### src/rtl/camera_axi_writer_if.sv
// AXI4 write-channel bundle between the camera frame writer (master) and the memory port (slave).
interface camera_axi_writer_if #(
   parameter int AXI4_ADDRESS_WIDTH = 32
);
   logic [AXI4_ADDRESS_WIDTH-1:0] awaddr;
   logic [7:0]                    awlen;
   logic [2:0]                    awsize;
   logic [1:0]                    awburst;
   logic                          awvalid;
   logic                          awready;
   logic [31:0]                   wdata;
   logic [3:0]                    wstrb;
   logic                          wlast;
   logic                          wvalid;
   logic                          wready;
   logic [1:0]                    bresp;
   logic                          bvalid;
   logic                          bready;

   modport master (
      output awaddr, awlen, awsize, awburst, awvalid,
      input  awready,
      output wdata, wstrb, wlast, wvalid,
      input  wready,
      input  bresp, bvalid,
      output bready
   );

   modport slave (
      input  awaddr, awlen, awsize, awburst, awvalid,
      output awready,
      input  wdata, wstrb, wlast, wvalid,
      output wready,
      output bresp, bvalid,
      input  bready
   );
endinterface

### src/rtl/camera_axi_writer.sv
// Buffers packed pixel words in a small FIFO and writes them to the frame buffer as AXI4 INCR bursts,
// flushing a short burst at frame end and reporting frame completion, overflow and bus errors.
//
// state  | meaning
// S_IDLE | waiting for a full burst of words, a frame-end flush, or frame completion
// S_ADDR | awvalid held with address/length stable until awready
// S_DATA | streaming FIFO head onto the W channel, wlast on the final beat
// S_RESP | bready held until the write response arrives
module camera_axi_writer #(
    parameter int AXI4_ADDRESS_WIDTH = 32,
    parameter int FIFO_DEPTH         = 16,
    parameter int BURST_LEN          = 8
) (
    input  logic                          pclk,
    input  logic                          rst_n,
    input  logic                          vsync,
    input  logic                          word_valid,
    input  logic [31:0]                   word_data,
    input  logic [AXI4_ADDRESS_WIDTH-1:0] base_addr,
    camera_axi_writer_if.master           m,
    output logic                          frame_done,
    output logic                          overflow,
    output logic                          axi_err,
    output logic [23:0]                   words_written
);
    localparam int PW  = $clog2(FIFO_DEPTH);
    localparam int BLW = $clog2(BURST_LEN) + 1;

    typedef enum logic [1:0] {S_IDLE, S_ADDR, S_DATA, S_RESP} state_t;

    state_t                        state;
    logic [31:0]                   mem [FIFO_DEPTH];
    logic [PW:0]                   wr_ptr, rd_ptr, count;
    logic                          full, word_in, push, pop;
    logic                          vsync_d, vsync_rise, flush_pending, load_base;
    logic [AXI4_ADDRESS_WIDTH-1:0] addr, awaddr_q;
    logic [7:0]                    awlen_q;
    logic                          awvalid_q, wvalid_q, wlast_q, bready_q;
    logic [BLW-1:0]                beats, beats_left;
    logic [24:0]                   ww_sum;

    assign count      = wr_ptr - rd_ptr;
    assign full       = (count == (PW+1)'(FIFO_DEPTH));
    // Words during vsync belong to the blanking interval, not to any frame
    assign word_in    = word_valid && !vsync;
    assign pop        = wvalid_q && m.wready;
    assign push       = word_in && (!full || pop);
    assign vsync_rise = vsync && !vsync_d;
    assign ww_sum     = {1'b0, words_written} + 25'(beats);

    assign m.awaddr  = awaddr_q;
    assign m.awlen   = awlen_q;
    assign m.awsize  = 3'b010;
    assign m.awburst = 2'b01;
    assign m.awvalid = awvalid_q;
    assign m.wdata   = mem[rd_ptr[PW-1:0]];
    assign m.wstrb   = 4'hF;
    assign m.wlast   = wlast_q;
    assign m.wvalid  = wvalid_q;
    assign m.bready  = bready_q;

    always_ff @(posedge pclk or negedge rst_n) begin
        if (!rst_n) begin
            for (int i = 0; i < FIFO_DEPTH; i++) mem[i] <= '0;
            wr_ptr   <= '0;
            rd_ptr   <= '0;
            overflow <= 1'b0;
            vsync_d  <= 1'b0;
        end else begin
            vsync_d <= vsync;
            if (push) begin
                mem[wr_ptr[PW-1:0]] <= word_data;
                wr_ptr              <= wr_ptr + 1'b1;
            end
            if (pop) rd_ptr <= rd_ptr + 1'b1;
            if (word_in && full && !pop) overflow <= 1'b1;
        end
    end

    always_ff @(posedge pclk or negedge rst_n) begin
        if (!rst_n) begin
            state         <= S_IDLE;
            addr          <= '0;
            load_base     <= 1'b1;
            flush_pending <= 1'b0;
            frame_done    <= 1'b0;
            axi_err       <= 1'b0;
            words_written <= '0;
            awaddr_q      <= '0;
            awlen_q       <= '0;
            awvalid_q     <= 1'b0;
            wvalid_q      <= 1'b0;
            wlast_q       <= 1'b0;
            bready_q      <= 1'b0;
            beats         <= '0;
            beats_left    <= '0;
        end else begin
            frame_done <= 1'b0;
            if (load_base) begin
                addr      <= base_addr;
                load_base <= 1'b0;
            end
            case (state)
                S_IDLE: begin
                    if (count >= (PW+1)'(BURST_LEN)) begin
                        beats      <= BLW'(BURST_LEN);
                        beats_left <= BLW'(BURST_LEN);
                        awlen_q    <= 8'(BURST_LEN - 1);
                        awaddr_q   <= addr;
                        awvalid_q  <= 1'b1;
                        state      <= S_ADDR;
                    end else if (flush_pending && count != '0) begin
                        beats      <= BLW'(count);
                        beats_left <= BLW'(count);
                        awlen_q    <= 8'(count) - 8'd1;
                        awaddr_q   <= addr;
                        awvalid_q  <= 1'b1;
                        state      <= S_ADDR;
                    end else if (flush_pending) begin
                        frame_done    <= 1'b1;
                        flush_pending <= 1'b0;
                        addr          <= base_addr;
                        words_written <= '0;
                    end
                end
                S_ADDR: begin
                    if (m.awready) begin
                        awvalid_q <= 1'b0;
                        wvalid_q  <= 1'b1;
                        wlast_q   <= (beats == BLW'(1));
                        state     <= S_DATA;
                    end
                end
                S_DATA: begin
                    if (m.wready) begin
                        if (wlast_q) begin
                            wvalid_q <= 1'b0;
                            wlast_q  <= 1'b0;
                            bready_q <= 1'b1;
                            state    <= S_RESP;
                        end else begin
                            beats_left <= beats_left - 1'b1;
                            wlast_q    <= (beats_left == BLW'(2));
                        end
                    end
                end
                S_RESP: begin
                    if (m.bvalid) begin
                        bready_q      <= 1'b0;
                        addr          <= addr + AXI4_ADDRESS_WIDTH'({beats, 2'b00});
                        words_written <= ww_sum[24] ? 24'hFF_FFFF : ww_sum[23:0];
                        if (m.bresp != 2'b00) axi_err <= 1'b1;
                        state         <= S_IDLE;
                    end
                end
                default: state <= S_IDLE;
            endcase
            // A new frame end must survive a same-cycle clear of the previous one
            if (vsync_rise) flush_pending <= 1'b1;
        end
    end
endmodule
### src/flat_wrapper.sv
// flat-port wrapper written by rule: the top's interface ports become plain ports
module camera_axi_writer_flat 
#(
    parameter int AXI4_ADDRESS_WIDTH = 32,
    parameter int FIFO_DEPTH         = 16,
    parameter int BURST_LEN          = 8
)
  (pclk, rst_n, vsync, word_valid, word_data, base_addr, frame_done, overflow, axi_err, words_written, m_awaddr, m_awlen, m_awsize, m_awburst, m_awvalid, m_awready, m_wdata, m_wstrb, m_wlast, m_wvalid, m_wready, m_bresp, m_bvalid, m_bready);
  camera_axi_writer_if #(.AXI4_ADDRESS_WIDTH(AXI4_ADDRESS_WIDTH)) m_i ();
  input  logic pclk;
  input  logic rst_n;
  input  logic vsync;
  input  logic word_valid;
  input  logic [31:0] word_data;
  input  logic [AXI4_ADDRESS_WIDTH-1:0] base_addr;
  output logic frame_done;
  output logic overflow;
  output logic axi_err;
  output logic [23:0] words_written;
  output wire logic [$bits(m_i.awaddr)-1:0] m_awaddr;
  output wire logic [$bits(m_i.awlen)-1:0] m_awlen;
  output wire logic [$bits(m_i.awsize)-1:0] m_awsize;
  output wire logic [$bits(m_i.awburst)-1:0] m_awburst;
  output wire logic [$bits(m_i.awvalid)-1:0] m_awvalid;
  input wire logic [$bits(m_i.awready)-1:0] m_awready;
  output wire logic [$bits(m_i.wdata)-1:0] m_wdata;
  output wire logic [$bits(m_i.wstrb)-1:0] m_wstrb;
  output wire logic [$bits(m_i.wlast)-1:0] m_wlast;
  output wire logic [$bits(m_i.wvalid)-1:0] m_wvalid;
  input wire logic [$bits(m_i.wready)-1:0] m_wready;
  input wire logic [$bits(m_i.bresp)-1:0] m_bresp;
  input wire logic [$bits(m_i.bvalid)-1:0] m_bvalid;
  output wire logic [$bits(m_i.bready)-1:0] m_bready;
  assign m_awaddr = m_i.awaddr;
  assign m_awlen = m_i.awlen;
  assign m_awsize = m_i.awsize;
  assign m_awburst = m_i.awburst;
  assign m_awvalid = m_i.awvalid;
  assign m_i.awready = m_awready;
  assign m_wdata = m_i.wdata;
  assign m_wstrb = m_i.wstrb;
  assign m_wlast = m_i.wlast;
  assign m_wvalid = m_i.wvalid;
  assign m_i.wready = m_wready;
  assign m_i.bresp = m_bresp;
  assign m_i.bvalid = m_bvalid;
  assign m_bready = m_i.bready;
  camera_axi_writer #(.AXI4_ADDRESS_WIDTH(AXI4_ADDRESS_WIDTH), .FIFO_DEPTH(FIFO_DEPTH), .BURST_LEN(BURST_LEN)) u_core (.pclk(pclk), .rst_n(rst_n), .vsync(vsync), .word_valid(word_valid), .word_data(word_data), .base_addr(base_addr), .m(m_i), .frame_done(frame_done), .overflow(overflow), .axi_err(axi_err), .words_written(words_written));
endmodule
### config.mk
export PLATFORM = sky130hd
export DESIGN_NAME = camera_axi_writer_flat
export DESIGN_NICKNAME = d
export VERILOG_FILES = /design/src/rtl/camera_axi_writer_if.sv /design/src/rtl/camera_axi_writer.sv /design/src/flat_wrapper.sv
export SDC_FILE = /design/constraint.sdc
export NUM_CORES = 1
export LEC_CHECK = 0
export BUFFER_PORTS_ARGS = -buffer_cell sky130_fd_sc_hd__buf_2
export CAP_MARGIN = 20
export CORE_UTILIZATION = 66
export CTS_CLUSTER_DIAMETER = 150
export DETAILED_ROUTE_END_ITERATION = 12
export GPL_TIMING_DRIVEN = 0
export PLACE_DENSITY_LB_ADDON = 0.12
export SYNTH_ARGS = -nofsm -noshare
export SYNTH_HDL_FRONTEND = slang
export SYNTH_SLANG_ARGS = --single-unit
### constraint.sdc
create_clock -name pclk -period 8.85 [get_ports pclk]
set_input_delay 1.77 -clock pclk [delete_from_list [all_inputs] [get_ports pclk]]
set_output_delay 1.77 -clock pclk [all_outputs]
set_load 0.03 [all_outputs]
==> parameters.txt <==
Parameter                              Value

Outcome
  Result of the run ... finished, final reports clean

Pwr
  Switching power total ... 4.59 mW
  Fraction of power consumed by the clock network ... 21.8%
  Internal power ... 8.34 mW
  Worst VDD drop ... 335 uV
  Combinational Power Share ... 41.3%
  PD cells ... 383 nW/um2
  Switching part of the total ... 35.5%
  Pleak ... 15.8 nW
  Sequential share of power ... 36.9%

Routing
  Detailed-route vias per instance ... 6.39
  Initial drt markers ... 1562
  Post-route ant nets ... 0
  Total iterations of the first detailed-routing run ... 5
  Routed wire length ... 71800 um
  Number of remaining DRC errors ... 0
  Via count ... 18900
  Routed len/inst ... 24.3 um

Setup path
  Cell with the biggest individual delay on the critical path ... sky130_fd_sc_hd__clkbuf_1
  Arrival time worst endpoint ... 4.00 ns
  Start-to-end type of the worst setup path ... reg -> out
  Reg2Reg Setup Slack ... 4.15 ns
  Cell-by-cell listing of the critical path ... clkbuf_1 > clkbuf_1 > mux4_2 > mux4_2 > buf_2
  Reg-to-reg critical path startpoint ... u_core.rd_ptr[1]$_DFFE_PN0P_
  Kind of end point of the critical path ... primary output
  CP Max Fanout ... 10
  Buffers & Inverters on Critical Path ... 3
  Kind of cell adding the most delay to the critical path ... buffers and inverters
  Startpoint type of the worst setup path ... register
  Timing startpoint of the critical path ... u_core.rd_ptr[1]$_DFFE_PN0P_
  CP Data Required Time ... 7.08 ns
  Crit path largest cell delay ... 0.87 ns

Synth
  Area share of xor/xnor cells in the synthesized design ... 0.720%
  Cell accounting for the most synthesized area ... sky130_fd_sc_hd__dfrtp_1
  Distinct cells, synth ... 70
  Number of synthesized register bits ... 636
  Warnings, synthesis ... 0
  Average cell area after synthesis ... 14.5 um2
  Area fraction in and, or, nand and nor cells after synthesis ... 4.26%
  Number of enable flip-flop cells after synthesis ... 0
  Portion of the post-synthesis area used by sequential elements ... 53.6%
  Main combinational cell family by area after synthesis ... multiplexers
  Post-synthesis cell area ... 29700 um2
  Proportion of synthesized area in mux cells ... 32.7%
  Cell types occupying the most area after synthesis ... sky130_fd_sc_hd__dfrtp_1, sky130_fd_sc_hd__mux2_2, sky130_fd_sc_hd__mux4_2, sky130_fd_sc_hd__mux2_1, sky130_fd_sc_hd__o21ai_0
  Area fraction of the dominant cell type after synthesis ... 53.5%
  Compound-Gate Fraction of Synth Area ... 4.37%
  Commonest register cell after synthesis ... sky130_fd_sc_hd__dfrtp_1
  Adder-cell share of the synthesized area ... 1.25%
  Post-synthesis cell count ... 2054
  Synth async-reset ratio ... 100%

Clock tree
  Worst-path clk slew ... 0.06 ns
  Post-CTS repair timing setup buffer count ... 0
  Clock tree from TritonCTS ... done
  Number of buffers inserted during clock tree synthesis ... 66
  Number of instances resized during post-cts repair ... 0
  Max H-tree Level ... 3
  Skew-Pair Late Insertion Delay ... 0.60 ns
  Cell at the root of the clock tree ... sky130_fd_sc_hd__clkbuf_16
  Sinks on the clock net ... 636
  Worst-case clock buffer depth ... 3
  Hold buffer count at cts ... 0

Global route
  Layer with the highest usage after global routing ... met2
  Global-route track usage on met1 ... 43.8%
  Number of global-route vias before repair ... 19700
  Wire length of the first global-routing pass ... 113000 um
  Maximum number of pins on one net before global-route repair ... 134
  Global route overflow ... 0
  Met3 capacity usage during global routing ... 6.61%
  Number of antenna violations at the first check in global routing ... 2
  Routing usage on met2 ... 52.7%
  GRT Total Usage ... 32.3%

Timing
  Count of final setup violators ... 0
  Final-report max-slew violation count ... 0
  Final critical-path share of the clock period ... 65.2%
  Slew HR ... 27.5%
  Setup total negative slack ... 0 ns
  Peak Freq ... 173 MHz
  Setup repair after global routing missed its margin ... no
  Min Clock Period, post-route ... 5.77 ns
  Worst setup margin ... 3.08 ns
  Final hold vios ... 0
  Worst Clk Skew ... 0.0238 ns
  Transition time at the pin with the least slew margin ... 1.09 ns

Place
  I/O Buffers ... 175
  Pre-CTS WS ... 3.73 ns
  Routability-driven placement congestion ratio ... 0.897
  Final HPWL from detailed placement ... 47400 um

Floorplanning
  Starting density of the core ... 67.1%
  Die outline area ... 45900 um2
  Die width ... 214 um
  Height of the die ... 214 um
  Placement Rows ... 77
  Top-level I/O count ... 185
  Area of the core ... 44300 um2

Worst hold path
  Start point of the worst hold path ... u_core.vsync_d$_DFF_PN0_
  Worst min-delay path category ... reg -> reg

Job
  Reported max-cap violation count ... 0

Final layout
  Nets ... 2415
  Synthesis-to-finish area growth ... 13.7%
  Ratio of cells with drive above 1 in the final layout ... 43.8%
worst reg2reg max path, cell delays in order, from the launching register on:
cell and delay, ns:
sky130_fd_sc_hd__dfrtp_1 0.58, sky130_fd_sc_hd__clkbuf_1 0.74, sky130_fd_sc_hd__clkbuf_1 0.63, sky130_fd_sc_hd__inv_1 0.19
sky130_fd_sc_hd__ha_1 0.34, sky130_fd_sc_hd__nand3b_1 0.09, sky130_fd_sc_hd__nand2_1 0.11, sky130_fd_sc_hd__xnor2_2 0.40
sky130_fd_sc_hd__a31oi_1 0.28, sky130_fd_sc_hd__nor2_1 0.57, sky130_fd_sc_hd__clkbuf_1 0.39, sky130_fd_sc_hd__o21ai_0 0.17
sky130_fd_sc_hd__nand2_1 0.11
stage by stage:
| stage | instances | power (mW) | area, um2 | util [%] | hold WS [ns] |
|---|---|---|---|---|---|
| 2_1_floorplan | 2062 | 8.55 | 29700 | - | 0.400 |
| 3_3_place_gp | 2829 | 9.81 | 31400 | 70.8 | 0.417 |
| 3_5_place_dp | 2835 | 10.1 | 31500 | 71.1 | 0.424 |
| 4_1_cts | 2952 | 12.9 | 33700 | 76.1 | 0.431 |
| 5_1_grt | 2956 | 13.5 | 33800 | 76.2 | 0.470 |
| 6_report | 2958 | 12.9 | 33800 | 76.2 | 0.427 |
cells in the final DEF (no fill, tap or decap), types with 9 or more instances in the layout:
master and instances:
sky130_fd_sc_hd__ha_1 25, sky130_fd_sc_hd__mux2_2 489, sky130_fd_sc_hd__a21oi_1 37, sky130_fd_sc_hd__nor2_1 47, sky130_fd_sc_hd__nand2b_1 9, sky130_fd_sc_hd__buf_1 12
sky130_fd_sc_hd__nor3_1 14, sky130_fd_sc_hd__nor2b_1 9, sky130_fd_sc_hd__clkbuf_1 91, sky130_fd_sc_hd__o211ai_1 9, sky130_fd_sc_hd__clkinv_2 11, sky130_fd_sc_hd__nand2_1 86
sky130_fd_sc_hd__conb_1 10, sky130_fd_sc_hd__xnor2_1 9, sky130_fd_sc_hd__mux2_1 54, sky130_fd_sc_hd__a21o_1 9, sky130_fd_sc_hd__buf_2 223, sky130_fd_sc_hd__dfrtp_1 635
sky130_fd_sc_hd__clkbuf_16 69, sky130_fd_sc_hd__nand4_1 15, sky130_fd_sc_hd__buf_4 21, sky130_fd_sc_hd__clkbuf_8 13, sky130_fd_sc_hd__inv_1 33, sky130_fd_sc_hd__nand3_1 34
sky130_fd_sc_hd__mux4_2 160, sky130_fd_sc_hd__and3_1 10, sky130_fd_sc_hd__a31oi_1 21, sky130_fd_sc_hd__o21ai_0 86
kinds of logic (layout without fill, tap and decap cells):
| kind of cell | Yosys count | after routing |
|---|---|---|
| XOR/XNOR | 21 | 21 |
| buffers and inverters | 198 | 499 |
| flip-flops | 636 | 636 |
| multiplexers | 703 | 703 |
| adder cells (fa/ha/maj) | 28 | 28 |
| AO/OA/AOI/OAI | 210 | 210 |
| AND/OR/NAND/NOR | 256 | 256 |
| other | 2 | 13 |
power groups by stage:
stage | Combinational [mW] | Clock (mW) | Sequential [mW]
final | 5.33 | 2.81 | 4.77
after global routing | 5.69 | 2.96 | 4.90
after CTS | 5.33 | 2.86 | 4.75
after detailed placement | 5.29 | 0 | 4.78
after global placement | 5.12 | 0 | 4.69
after floorplan | 3.81 | 0 | 4.74
cell usage after synthesis, drive strengths merged (5+ instances only):
| master | instances |
|---|---|
| nor2 | 48 |
| o211ai | 9 |
| a21oi | 38 |
| nand3 | 41 |
| a22oi | 6 |
| clkbuf | 76 |
| nand2 | 89 |
| mux2 | 543 |
| nor3 | 14 |
| o21ai | 87 |
| buf | 88 |
| and2 | 7 |
| nor2b | 9 |
| inv | 34 |
| nand2b | 9 |
| nand4 | 15 |
| and3 | 10 |
| a31oi | 22 |
| a21o | 9 |
| xor2 | 10 |
| xnor2 | 11 |
| ha | 25 |
| mux4 | 160 |
| dfrtp | 635 |
| o311ai | 5 |
registers in the layout, indices dropped and copies added, names as in the netlist, 2 cells and up:
| name | flops |
|---|---|
| u_core.words_written | 24 |
| u_core.mem | 512 |
| u_core.state | 2 |
| u_core.beats | 4 |
| u_core.m.awaddr | 32 |
| u_core.m.awlen | 6 |
| u_core.beats_left | 4 |
| u_core.wr_ptr | 5 |
| u_core.rd_ptr | 5 |
| u_core.addr | 32 |
final cells by class:
type | instances | area [um2]
well taps | 592 | 741
clock inverters | 20 | 239
multi-input cells | 1228 | 12900
diodes | 3 | 7.51
flip-flops and latches | 636 | 15900
inverters | 34 | 128
plain buffers | 164 | 801
repair buffers | 184 | 1080
clock buffers | 97 | 1960
fillers | 2747 | 10500
layer usage:
metal,vias up,wire (um)
met5,-,13
met4,2,2310
met3,155,4240
met2,591,35600
met1,10000,29700
li1,8132,-
final timing paths:
check                                                           end  cells past startpoint
min in group asynchronous           u_core.m.awaddr[10]$_DFFE_PN0P_                      1
max in group asynchronous               u_core.mem[112]$_DFFE_PN0P_                      3
worst max register to register  u_core.words_written[2]$_DFFE_PN0P_                     12
worst min-delay path               u_core.flush_pending$_DFFE_PN0P_                      1
worst max-delay path                                     m_wdata[0]                      5
worst min register to register     u_core.flush_pending$_DFFE_PN0P_                      1
No activity file was read; power rests on OpenSTA's default activity.
